`config.mk`:
```
export PLATFORM = sky130hd
export DESIGN_NAME = uart_prog_loader
export DESIGN_NICKNAME = d
export VERILOG_FILES = /design/src/rtl/uart_prog_pkg.sv /design/src/rtl/uart_rx_byte.sv /design/src/rtl/uart_prog_loader.sv
export SDC_FILE = /design/constraint.sdc
export NUM_CORES = 1
export LEC_CHECK = 0
export BUFFER_PORTS_ARGS = -buffer_cell sky130_fd_sc_hd__buf_2
export CAP_MARGIN = 25
export CORE_ASPECT_RATIO = 1.2
export CORE_UTILIZATION = 55
export DETAILED_ROUTE_END_ITERATION = 12
export PLACE_DENSITY = 0.75
export SYNTH_ARGS = -nofsm -noshare
export SYNTH_HDL_FRONTEND = slang
export SYNTH_SLANG_ARGS = --single-unit
```
`constraint.sdc`:
```
create_clock -name wb_clk_i -period 9.56 [get_ports wb_clk_i]
set_clock_uncertainty 0.15 [all_clocks]
set_input_delay 0.478 -clock wb_clk_i [delete_from_list [all_inputs] [get_ports wb_clk_i]]
set_output_delay 0.478 -clock wb_clk_i [all_outputs]
set_load 0.02 [all_outputs]
```
`src/rtl/uart_prog_pkg.sv`:
```
// Shared types and constants for the UART program loader.
// Optional 8E1 framing is enabled by defining UART_PARITY_EN.
package uart_prog_pkg;

    typedef enum logic [2:0] {
        IDLE,
        START,
        DATA,
        PARITY,
        STOP
    } rx_state_t;

    localparam int          DEF_CLKS_PER_BIT = 347;
    localparam logic [31:0] DEF_END_WORD     = 32'h0000_0FFF;

    localparam int DATA_BITS      = 8;
    localparam int BYTES_PER_WORD = 4;
`ifdef UART_PARITY_EN
    localparam int PARITY_BITS = 1;
`else
    localparam int PARITY_BITS = 0;
`endif
    localparam int FRAME_BITS = 1 + DATA_BITS + PARITY_BITS + 1;

endpackage

```
`src/rtl/uart_rx_byte.sv`:
```
// UART byte receiver: rx synchroniser, bit-timing FSM, byte/error pulses.
// With UART_PARITY_EN defined, an even-parity bit follows the data bits.
module uart_rx_byte
    import uart_prog_pkg::*;
#(
    parameter int CLKS_PER_BIT = DEF_CLKS_PER_BIT
) (
    input  logic       clk,
    input  logic       rst,
    input  logic       rx_i,
    output logic [7:0] byte_o,
    output logic       byte_vld_o,
    output logic       frame_err_o
`ifdef UART_PARITY_EN
    ,
    output logic       parity_err_o
`endif
);

    localparam int CNT_W = $clog2(CLKS_PER_BIT + 1);
    localparam logic [CNT_W-1:0] BIT_END  = CNT_W'(CLKS_PER_BIT - 1);
    localparam logic [CNT_W-1:0] HALF_END = CNT_W'(CLKS_PER_BIT / 2 - 1);
    localparam logic [2:0]       LAST_BIT = 3'(DATA_BITS - 1);

    logic rx_meta;
    logic rx_sync;

    rx_state_t        state_q, state_d;
    logic [CNT_W-1:0] cnt_q, cnt_d;
    logic [2:0]       bit_q, bit_d;
    logic [7:0]       shift_q, shift_d;
    logic             armed_q, armed_d;
    logic             vld_q, vld_d;
    logic             ferr_q, ferr_d;
`ifdef UART_PARITY_EN
    logic             par_bad_q, par_bad_d;
    logic             perr_q, perr_d;
`endif

    always_ff @(posedge clk or posedge rst) begin
        if (rst) begin
            rx_meta <= 1'b1;
            rx_sync <= 1'b1;
        end else begin
            rx_meta <= rx_i;
            rx_sync <= rx_meta;
        end
    end

    always_ff @(posedge clk or posedge rst) begin
        if (rst) begin
            state_q <= IDLE;
            cnt_q   <= '0;
            bit_q   <= '0;
            shift_q <= '0;
            armed_q <= 1'b0;
            vld_q   <= 1'b0;
            ferr_q  <= 1'b0;
`ifdef UART_PARITY_EN
            par_bad_q <= 1'b0;
            perr_q    <= 1'b0;
`endif
        end else begin
            state_q <= state_d;
            cnt_q   <= cnt_d;
            bit_q   <= bit_d;
            shift_q <= shift_d;
            armed_q <= armed_d;
            vld_q   <= vld_d;
            ferr_q  <= ferr_d;
`ifdef UART_PARITY_EN
            par_bad_q <= par_bad_d;
            perr_q    <= perr_d;
`endif
        end
    end

    // armed: a start is only honoured once the line has been seen idle-high
    always_comb begin
        state_d = state_q;
        cnt_d   = cnt_q;
        bit_d   = bit_q;
        shift_d = shift_q;
        armed_d = armed_q | rx_sync;
        vld_d   = 1'b0;
        ferr_d  = 1'b0;
`ifdef UART_PARITY_EN
        par_bad_d = par_bad_q;
        perr_d    = 1'b0;
`endif
        unique case (state_q)
            IDLE: begin
                cnt_d = '0;
                bit_d = '0;
                if (armed_q && !rx_sync) begin
                    state_d = START;
                end
            end
            START: begin
                if (cnt_q == HALF_END) begin
                    cnt_d   = '0;
                    state_d = rx_sync ? IDLE : DATA;
                end else begin
                    cnt_d = cnt_q + CNT_W'(1);
                end
            end
            DATA: begin
                if (cnt_q == BIT_END) begin
                    cnt_d   = '0;
                    shift_d = {rx_sync, shift_q[7:1]};
                    bit_d   = bit_q + 3'd1;
                    if (bit_q == LAST_BIT) begin
`ifdef UART_PARITY_EN
                        state_d = PARITY;
`else
                        state_d = STOP;
`endif
                    end
                end else begin
                    cnt_d = cnt_q + CNT_W'(1);
                end
            end
`ifdef UART_PARITY_EN
            PARITY: begin
                if (cnt_q == BIT_END) begin
                    cnt_d     = '0;
                    par_bad_d = (^shift_q) ^ rx_sync;
                    state_d   = STOP;
                end else begin
                    cnt_d = cnt_q + CNT_W'(1);
                end
            end
`endif
            STOP: begin
                if (cnt_q == BIT_END) begin
                    cnt_d   = '0;
                    state_d = IDLE;
                    if (rx_sync) begin
`ifdef UART_PARITY_EN
                        perr_d = par_bad_q;
                        vld_d  = !par_bad_q;
`else
                        vld_d = 1'b1;
`endif
                    end else begin
                        ferr_d  = 1'b1;
                        armed_d = 1'b0;
                    end
                end else begin
                    cnt_d = cnt_q + CNT_W'(1);
                end
            end
            default: begin
                state_d = IDLE;
                cnt_d   = '0;
            end
        endcase
    end

    assign byte_o      = shift_q;
    assign byte_vld_o  = vld_q;
    assign frame_err_o = ferr_q;
`ifdef UART_PARITY_EN
    assign parity_err_o = perr_q;
`endif

endmodule

```
`src/rtl/uart_prog_loader.sv`:
```
// Loads a UART-streamed program into instruction memory, then releases the core.
// Define UART_PARITY_EN for 8E1 framing and the parity_err_o flag.
module uart_prog_loader
    import uart_prog_pkg::*;
#(
    parameter int          CLKS_PER_BIT = DEF_CLKS_PER_BIT,
    parameter int          ADDR_W       = 8,
    parameter logic [31:0] END_WORD     = DEF_END_WORD
) (
    input  logic              wb_clk_i,
    input  logic              wb_rst_i,
    input  logic              rx_i,
    output logic              mem_we_o,
    output logic [ADDR_W-1:0] mem_addr_o,
    output logic [31:0]       mem_wdata_o,
    output logic              prog_done_o,
    output logic              core_hold_o,
    output logic              frame_err_o,
    output logic              overflow_o
`ifdef UART_PARITY_EN
    ,
    output logic              parity_err_o
`endif
);

    localparam logic [ADDR_W-1:0] LAST_ADDR = '1;
    localparam logic [1:0]        LAST_IDX  = 2'(BYTES_PER_WORD - 1);

    logic [7:0]        rx_byte;
    logic              byte_vld;
    logic              ferr_pulse;
    logic [1:0]        byte_idx;
    logic [31:0]       word_q;
    logic              word_vld;
    logic [ADDR_W-1:0] addr_cnt;
    logic              full_q;
`ifdef UART_PARITY_EN
    logic              perr_pulse;
`endif

    uart_rx_byte #(
        .CLKS_PER_BIT (CLKS_PER_BIT)
    ) u_rx (
        .clk          (wb_clk_i),
        .rst          (wb_rst_i),
        .rx_i         (rx_i),
        .byte_o       (rx_byte),
        .byte_vld_o   (byte_vld),
        .frame_err_o  (ferr_pulse)
`ifdef UART_PARITY_EN
        ,
        .parity_err_o (perr_pulse)
`endif
    );

    always_ff @(posedge wb_clk_i or posedge wb_rst_i) begin
        if (wb_rst_i) begin
            byte_idx <= '0;
            word_q   <= '0;
            word_vld <= 1'b0;
        end else begin
            word_vld <= byte_vld && (byte_idx == LAST_IDX);
            if (byte_vld) begin
                word_q[{byte_idx, 3'b000} +: 8] <= rx_byte;
                byte_idx <= byte_idx + 2'd1;
            end
        end
    end

    // full_q distinguishes "memory full" completion from the terminator
    always_ff @(posedge wb_clk_i or posedge wb_rst_i) begin
        if (wb_rst_i) begin
            mem_we_o    <= 1'b0;
            mem_addr_o  <= '0;
            mem_wdata_o <= '0;
            addr_cnt    <= '0;
            prog_done_o <= 1'b0;
            full_q      <= 1'b0;
            frame_err_o <= 1'b0;
            overflow_o  <= 1'b0;
        end else begin
            mem_we_o <= 1'b0;
            if (ferr_pulse) begin
                frame_err_o <= 1'b1;
            end
            if (word_vld) begin
                if (!prog_done_o) begin
                    if (word_q == END_WORD) begin
                        prog_done_o <= 1'b1;
                    end else begin
                        mem_we_o    <= 1'b1;
                        mem_addr_o  <= addr_cnt;
                        mem_wdata_o <= word_q;
                        if (addr_cnt == LAST_ADDR) begin
                            prog_done_o <= 1'b1;
                            full_q      <= 1'b1;
                        end else begin
                            addr_cnt <= addr_cnt + 1'b1;
                        end
                    end
                end else if (full_q) begin
                    overflow_o <= 1'b1;
                end
            end
        end
    end

`ifdef UART_PARITY_EN
    always_ff @(posedge wb_clk_i or posedge wb_rst_i) begin
        if (wb_rst_i) begin
            parity_err_o <= 1'b0;
        end else if (perr_pulse) begin
            parity_err_o <= 1'b1;
        end
    end
`endif

    assign core_hold_o = ~prog_done_o;

endmodule

```
==> metrics.txt <==
# TYPE chip_impl_metric gauge
chip_impl_metric{name="finish.net_count",unit=""} 421
chip_impl_metric{name="net_switching_component_of_the_power",unit="uW"} 240
chip_impl_info{name="startpoint_types",value="register"} 1
chip_impl_metric{name="number_of_violations_reported_at_the_end_of_detailed_routing_iteration_0",unit=""} 127
chip_impl_metric{name="yosys.area_share.adder",unit=""} 0.0285
chip_impl_info{name="worst_setup_path_endpoint",value="mem_wdata_o[15]"} 1
chip_impl_metric{name="comb_power_share",unit=""} 0.039
chip_impl_metric{name="timing.final.crit_period",unit="ps"} 2730
chip_impl_metric{name="floorplan.rows",unit=""} 37
chip_impl_metric{name="synth-seq-area-share",unit=""} 0.603
chip_impl_metric{name="synth_top_area_frac",unit=""} 0.592
chip_impl_metric{name="timing.fmax",unit="GHz"} 0.366
chip_impl_metric{name="initial_standard_cell_utilization_of_the_core",unit=""} 0.566
chip_impl_info{name="start_of_the_worst_register_to_register_path",value="word_q[31]"} 1
chip_impl_metric{name="hold_viol",unit=""} 0
chip_impl_metric{name="multi_input_area",unit="um^2"} 1780
chip_impl_metric{name="muxShareOfSynthArea",unit=""} 0.143
chip_impl_metric{name="power.density",unit="nW/um^2"} 197
chip_impl_metric{name="routed_via_density",unit=""} 5.61
chip_impl_metric{name="grt_first_pass_wirelength",unit="um"} 15300
chip_impl_metric{name="ant_nets",unit=""} 0
chip_impl_metric{name="detail_route.wl_per_cell",unit="um"} 17.2
chip_impl_metric{name="final_min_period_over_clock_period",unit=""} 0.286
chip_impl_metric{name="ff_latch_area",unit="um^2"} 2910
chip_impl_metric{name="placement.io_buffers",unit=""} 47
chip_impl_metric{name="nFillCells",unit=""} 640
chip_impl_metric{name="cts.path.max_buffers",unit=""} 2
chip_impl_metric{name="synth-compound-area-share",unit=""} 0.0805
chip_impl_metric{name="worst-r2r-setup-slack",unit="ps"} 6830
chip_impl_metric{name="report.final.slew_viol_count",unit=""} 0
chip_impl_info{name="critical_path.reg2reg.endpoint",value="mem_wdata_o[15]"} 1
chip_impl_metric{name="ys_types",unit=""} 36
chip_impl_metric{name="clock_sinks",unit=""} 116
chip_impl_info{name="clock_tree.root_cell",value="sky130_fd_sc_hd__clkbuf_8"} 1
chip_impl_metric{name="synth_simple_gate_area_frac",unit=""} 0.0916
chip_impl_info{name="tritoncts_clock_tree",value="built"} 1
chip_impl_metric{name="finalWeightedCongestion",unit=""} 0.807
chip_impl_metric{name="slew_at_the_pin_closest_to_its_max_slew_limit",unit="ps"} 849
chip_impl_info{name="synth_top_family_by_area",value="multiplexers"} 1
chip_impl_metric{name="die_h",unit="um"} 105
chip_impl_metric{name="routed_wl",unit="um"} 9190
chip_impl_metric{name="crit_required",unit="ps"} 9800
chip_impl_info{name="run_status",value="finished clean"} 1
chip_impl_metric{name="detailroute.via_count",unit=""} 2990
chip_impl_metric{name="detailed_routing_iterations_pass_1",unit=""} 4
chip_impl_metric{name="groute.usage.overall",unit=""} 0.227
chip_impl_metric{name="cap_violations",unit=""} 0
chip_impl_metric{name="syn-num-nets",unit=""} 356
chip_impl_metric{name="antenna_found_initial",unit=""} 0
chip_impl_info{name="worst_hold_path_type",value="register to register"} 1
chip_impl_metric{name="avgSynthCellArea",unit="um^2"} 14.1
chip_impl_metric{name="post_synth_xor_area_fraction",unit=""} 0.0254
chip_impl_metric{name="power_frac_seq",unit=""} 0.464
chip_impl_metric{name="diodes",unit=""} 0
chip_impl_metric{name="synth.ff_latch_count",unit=""} 116
chip_impl_metric{name="worstSkewPairLatency",unit="ps"} 520
chip_impl_metric{name="die_outline_area",unit="um^2"} 9150
chip_impl_metric{name="setup_total_negative_slack",unit="ps"} 0
chip_impl_metric{name="area_growth_syn_to_layout",unit="%"} 18.2
chip_impl_metric{name="design.portCount",unit=""} 48
chip_impl_info{name="cp-end-kind",value="register"} 1
chip_impl_info{name="startpoint_of_the_worst_setup_timing_path",value="word_q[31]"} 1
chip_impl_metric{name="dp_hpwl",unit="um"} 6060
chip_impl_info{name="layout.cells.most_common_list",value="sky130_fd_sc_hd__dfrtp_1 (114), sky130_fd_sc_hd__buf_2 (48), sky130_fd_sc_hd__mux2_4 (34)"} 1
chip_impl_metric{name="power.switching_fraction",unit=""} 0.213
chip_impl_metric{name="cts_max_level",unit=""} 4
chip_impl_metric{name="p_int",unit="uW"} 883
chip_impl_metric{name="total_standard_cell_area_after_synthesis",unit="um^2"} 4820
chip_impl_metric{name="finalSetupViolCount",unit=""} 0
chip_impl_metric{name="hold_ws",unit="ps"} 205
chip_impl_metric{name="core",unit="um^2"} 8520
chip_impl_info{name="synthTopCellsByArea",value="sky130_fd_sc_hd__dfrtp_1 (59%), sky130_fd_sc_hd__mux2_4 (11%), sky130_fd_sc_hd__a22o_1 (5.8%)"} 1
chip_impl_metric{name="synth_cells",unit=""} 342
chip_impl_metric{name="worstRegToRegCells",unit=""} 5
chip_impl_metric{name="total_power",unit="uW"} 1120
chip_impl_info{name="criticalPathCategory",value="register to register"} 1
chip_impl_metric{name="critical_path.max_fanout",unit=""} 43
chip_impl_metric{name="maxSlewHeadroom",unit=""} 0.429
chip_impl_metric{name="drc",unit=""} 0
chip_impl_info{name="rsz0062_at_grt",value="false"} 1
chip_impl_metric{name="postCtsSetupBuffers",unit=""} 0
chip_impl_metric{name="numCtsBuffers",unit=""} 17
chip_impl_metric{name="clk_pin_slew_worst_paths",unit="ps"} 50
chip_impl_metric{name="cp.arrival",unit="ps"} 2980
chip_impl_metric{name="number_of_global_route_vias_before_repair",unit=""} 3036
chip_impl_info{name="mostFrequentLayoutCell",value="sky130_fd_sc_hd__dfrtp_1"} 1
chip_impl_metric{name="peakVddDrop",unit="mV"} 0.124
chip_impl_metric{name="post_route_cells_drive_above_1_share",unit=""} 0.327
chip_impl_metric{name="power_leakage",unit="uW"} 0.00293
chip_impl_metric{name="power.clock.fraction",unit=""} 0.497
chip_impl_metric{name="finish.utilization",unit=""} 0.669
chip_impl_metric{name="holdBufCountCts",unit=""} 2
chip_impl_info{name="post-synth-top-area-cell",value="sky130_fd_sc_hd__dfrtp_1"} 1
chip_impl_metric{name="grt_start_max_net_pins",unit=""} 70
chip_impl_metric{name="cts-resized-gates",unit=""} 0
chip_impl_metric{name="globalRouteOverflowTotal",unit=""} 0
chip_impl_metric{name="synth.yosys.warnings",unit=""} 0
chip_impl_metric{name="fp.dieW",unit="um"} 87.5
[worst max-delay path: stages (launching register included)]
cell	delay, ps
sky130_fd_sc_hd__dfrtp_1	390
sky130_fd_sc_hd__or4_1	520
sky130_fd_sc_hd__or4_1	530
sky130_fd_sc_hd__o21ba_2	270
sky130_fd_sc_hd__buf_4	340
sky130_fd_sc_hd__mux2_4	380
[flip-flops by register name, indices dropped and copies added (netlist names), 2 cells and up]
register      count
addr_cnt          8
u_rx.bit_q        3
word_q           32
mem_wdata_o      32
mem_addr_o        8
u_rx.byte_o       8
byte_idx          2
u_rx.cnt_q        9
u_rx.state_q      3
[how the worst min path moves through the flow]
stage / from / to / slack [ps] / cells past startpoint
3_3_place_gp: u_rx.rx_meta / u_rx.rx_sync / 200 / 0
2_1_floorplan: u_rx.rx_meta / u_rx.rx_sync / 200 / 0
3_5_place_dp: u_rx.rx_meta / u_rx.rx_sync / 200 / 0
6_report: u_rx.rx_meta / u_rx.rx_sync / 210 / 0
4_1_cts: u_rx.rx_meta / u_rx.rx_sync / 210 / 0
5_1_grt: u_rx.rx_meta / u_rx.rx_sync / 210 / 0
[Yosys cell counts]
master	count
sky130_fd_sc_hd__ha_1	11
sky130_fd_sc_hd__inv_1	10
sky130_fd_sc_hd__nor4bb_1	1
sky130_fd_sc_hd__or4_1	3
sky130_fd_sc_hd__nor3_1	4
sky130_fd_sc_hd__o21ba_1	1
sky130_fd_sc_hd__a31o_2	1
sky130_fd_sc_hd__a21o_1	1
sky130_fd_sc_hd__clkbuf_1	4
sky130_fd_sc_hd__nand3b_1	1
sky130_fd_sc_hd__xor2_1	8
sky130_fd_sc_hd__or3_1	1
sky130_fd_sc_hd__a21oi_1	3
sky130_fd_sc_hd__dfstp_2	2
sky130_fd_sc_hd__nand3_1	15
sky130_fd_sc_hd__nor2b_1	2
sky130_fd_sc_hd__a22oi_1	2
sky130_fd_sc_hd__nor2_1	16
sky130_fd_sc_hd__a32o_1	1
sky130_fd_sc_hd__and3_1	5
sky130_fd_sc_hd__nor4_1	7
sky130_fd_sc_hd__nand4_1	5
sky130_fd_sc_hd__xnor2_1	6
sky130_fd_sc_hd__buf_6	2
sky130_fd_sc_hd__mux2_2	16
sky130_fd_sc_hd__nand2_1	15
sky130_fd_sc_hd__nor4b_1	4
sky130_fd_sc_hd__or2_2	1
sky130_fd_sc_hd__a31oi_1	1
sky130_fd_sc_hd__nand2b_1	1
sky130_fd_sc_hd__mux2_4	34
sky130_fd_sc_hd__buf_12	3
sky130_fd_sc_hd__nand4b_1	2
sky130_fd_sc_hd__dfrtp_1	114
sky130_fd_sc_hd__o21ai_0	7
sky130_fd_sc_hd__a22o_1	32
[metal layers]
| layer | GRT usage | share of wire | vias up |
|---|---|---|---|
| li1 | - | - | 1378 |
| met2 | 0.336 | 0.49 | 80 |
| met5 | 0 | 0 | - |
| met1 | 0.291 | 0.43 | 1503 |
| met3 | 0.0569 | 0.044 | 29 |
| met4 | 0.155 | 0.033 | 0 |
[through the flow]
step / setup slack (ps) / instance area [um^2] / cells
5_1_grt: 6700 / 5700 / 533
6_report: 6830 / 5700 / 533
3_3_place_gp: 6900 / 5140 / 502
2_1_floorplan: 5860 / 4820 / 342
4_1_cts: 6840 / 5700 / 533
3_5_place_dp: 6860 / 5150 / 503
[cell families (layout without fill, tap and decap cells)]
logic type / after synthesis / after routing
and+or+nand+nor: 83 / 83
AOI/OAI and AO/OA: 49 / 49
adders and majority gates: 11 / 11
buffers and inverters: 19 / 93
muxes: 50 / 50
DFF: 116 / 116
xor gates and xnor gates: 14 / 14
[final cells by class]
cell class	count	share of cell area
clock buffers	22	0.0830
clock inverters	6	0.00966
inverters	10	0.00703
multi-input cells	207	0.312
flip-flops and latches	116	0.510
well taps	117	0.0257
repair buffers	55	0.0523
[power groups by stage]
stage               clock network, uW  registers [uW]  logic, uW
finish                            558             521       43.4
detailed placement                  0             528       44.4
CTS                               568             521       44.8
floorplan                           0             523       35.1
global placement                    0             528       41.2
global route                      592             523       50.3
Note: power is estimated with default switching activity, not from simulation.
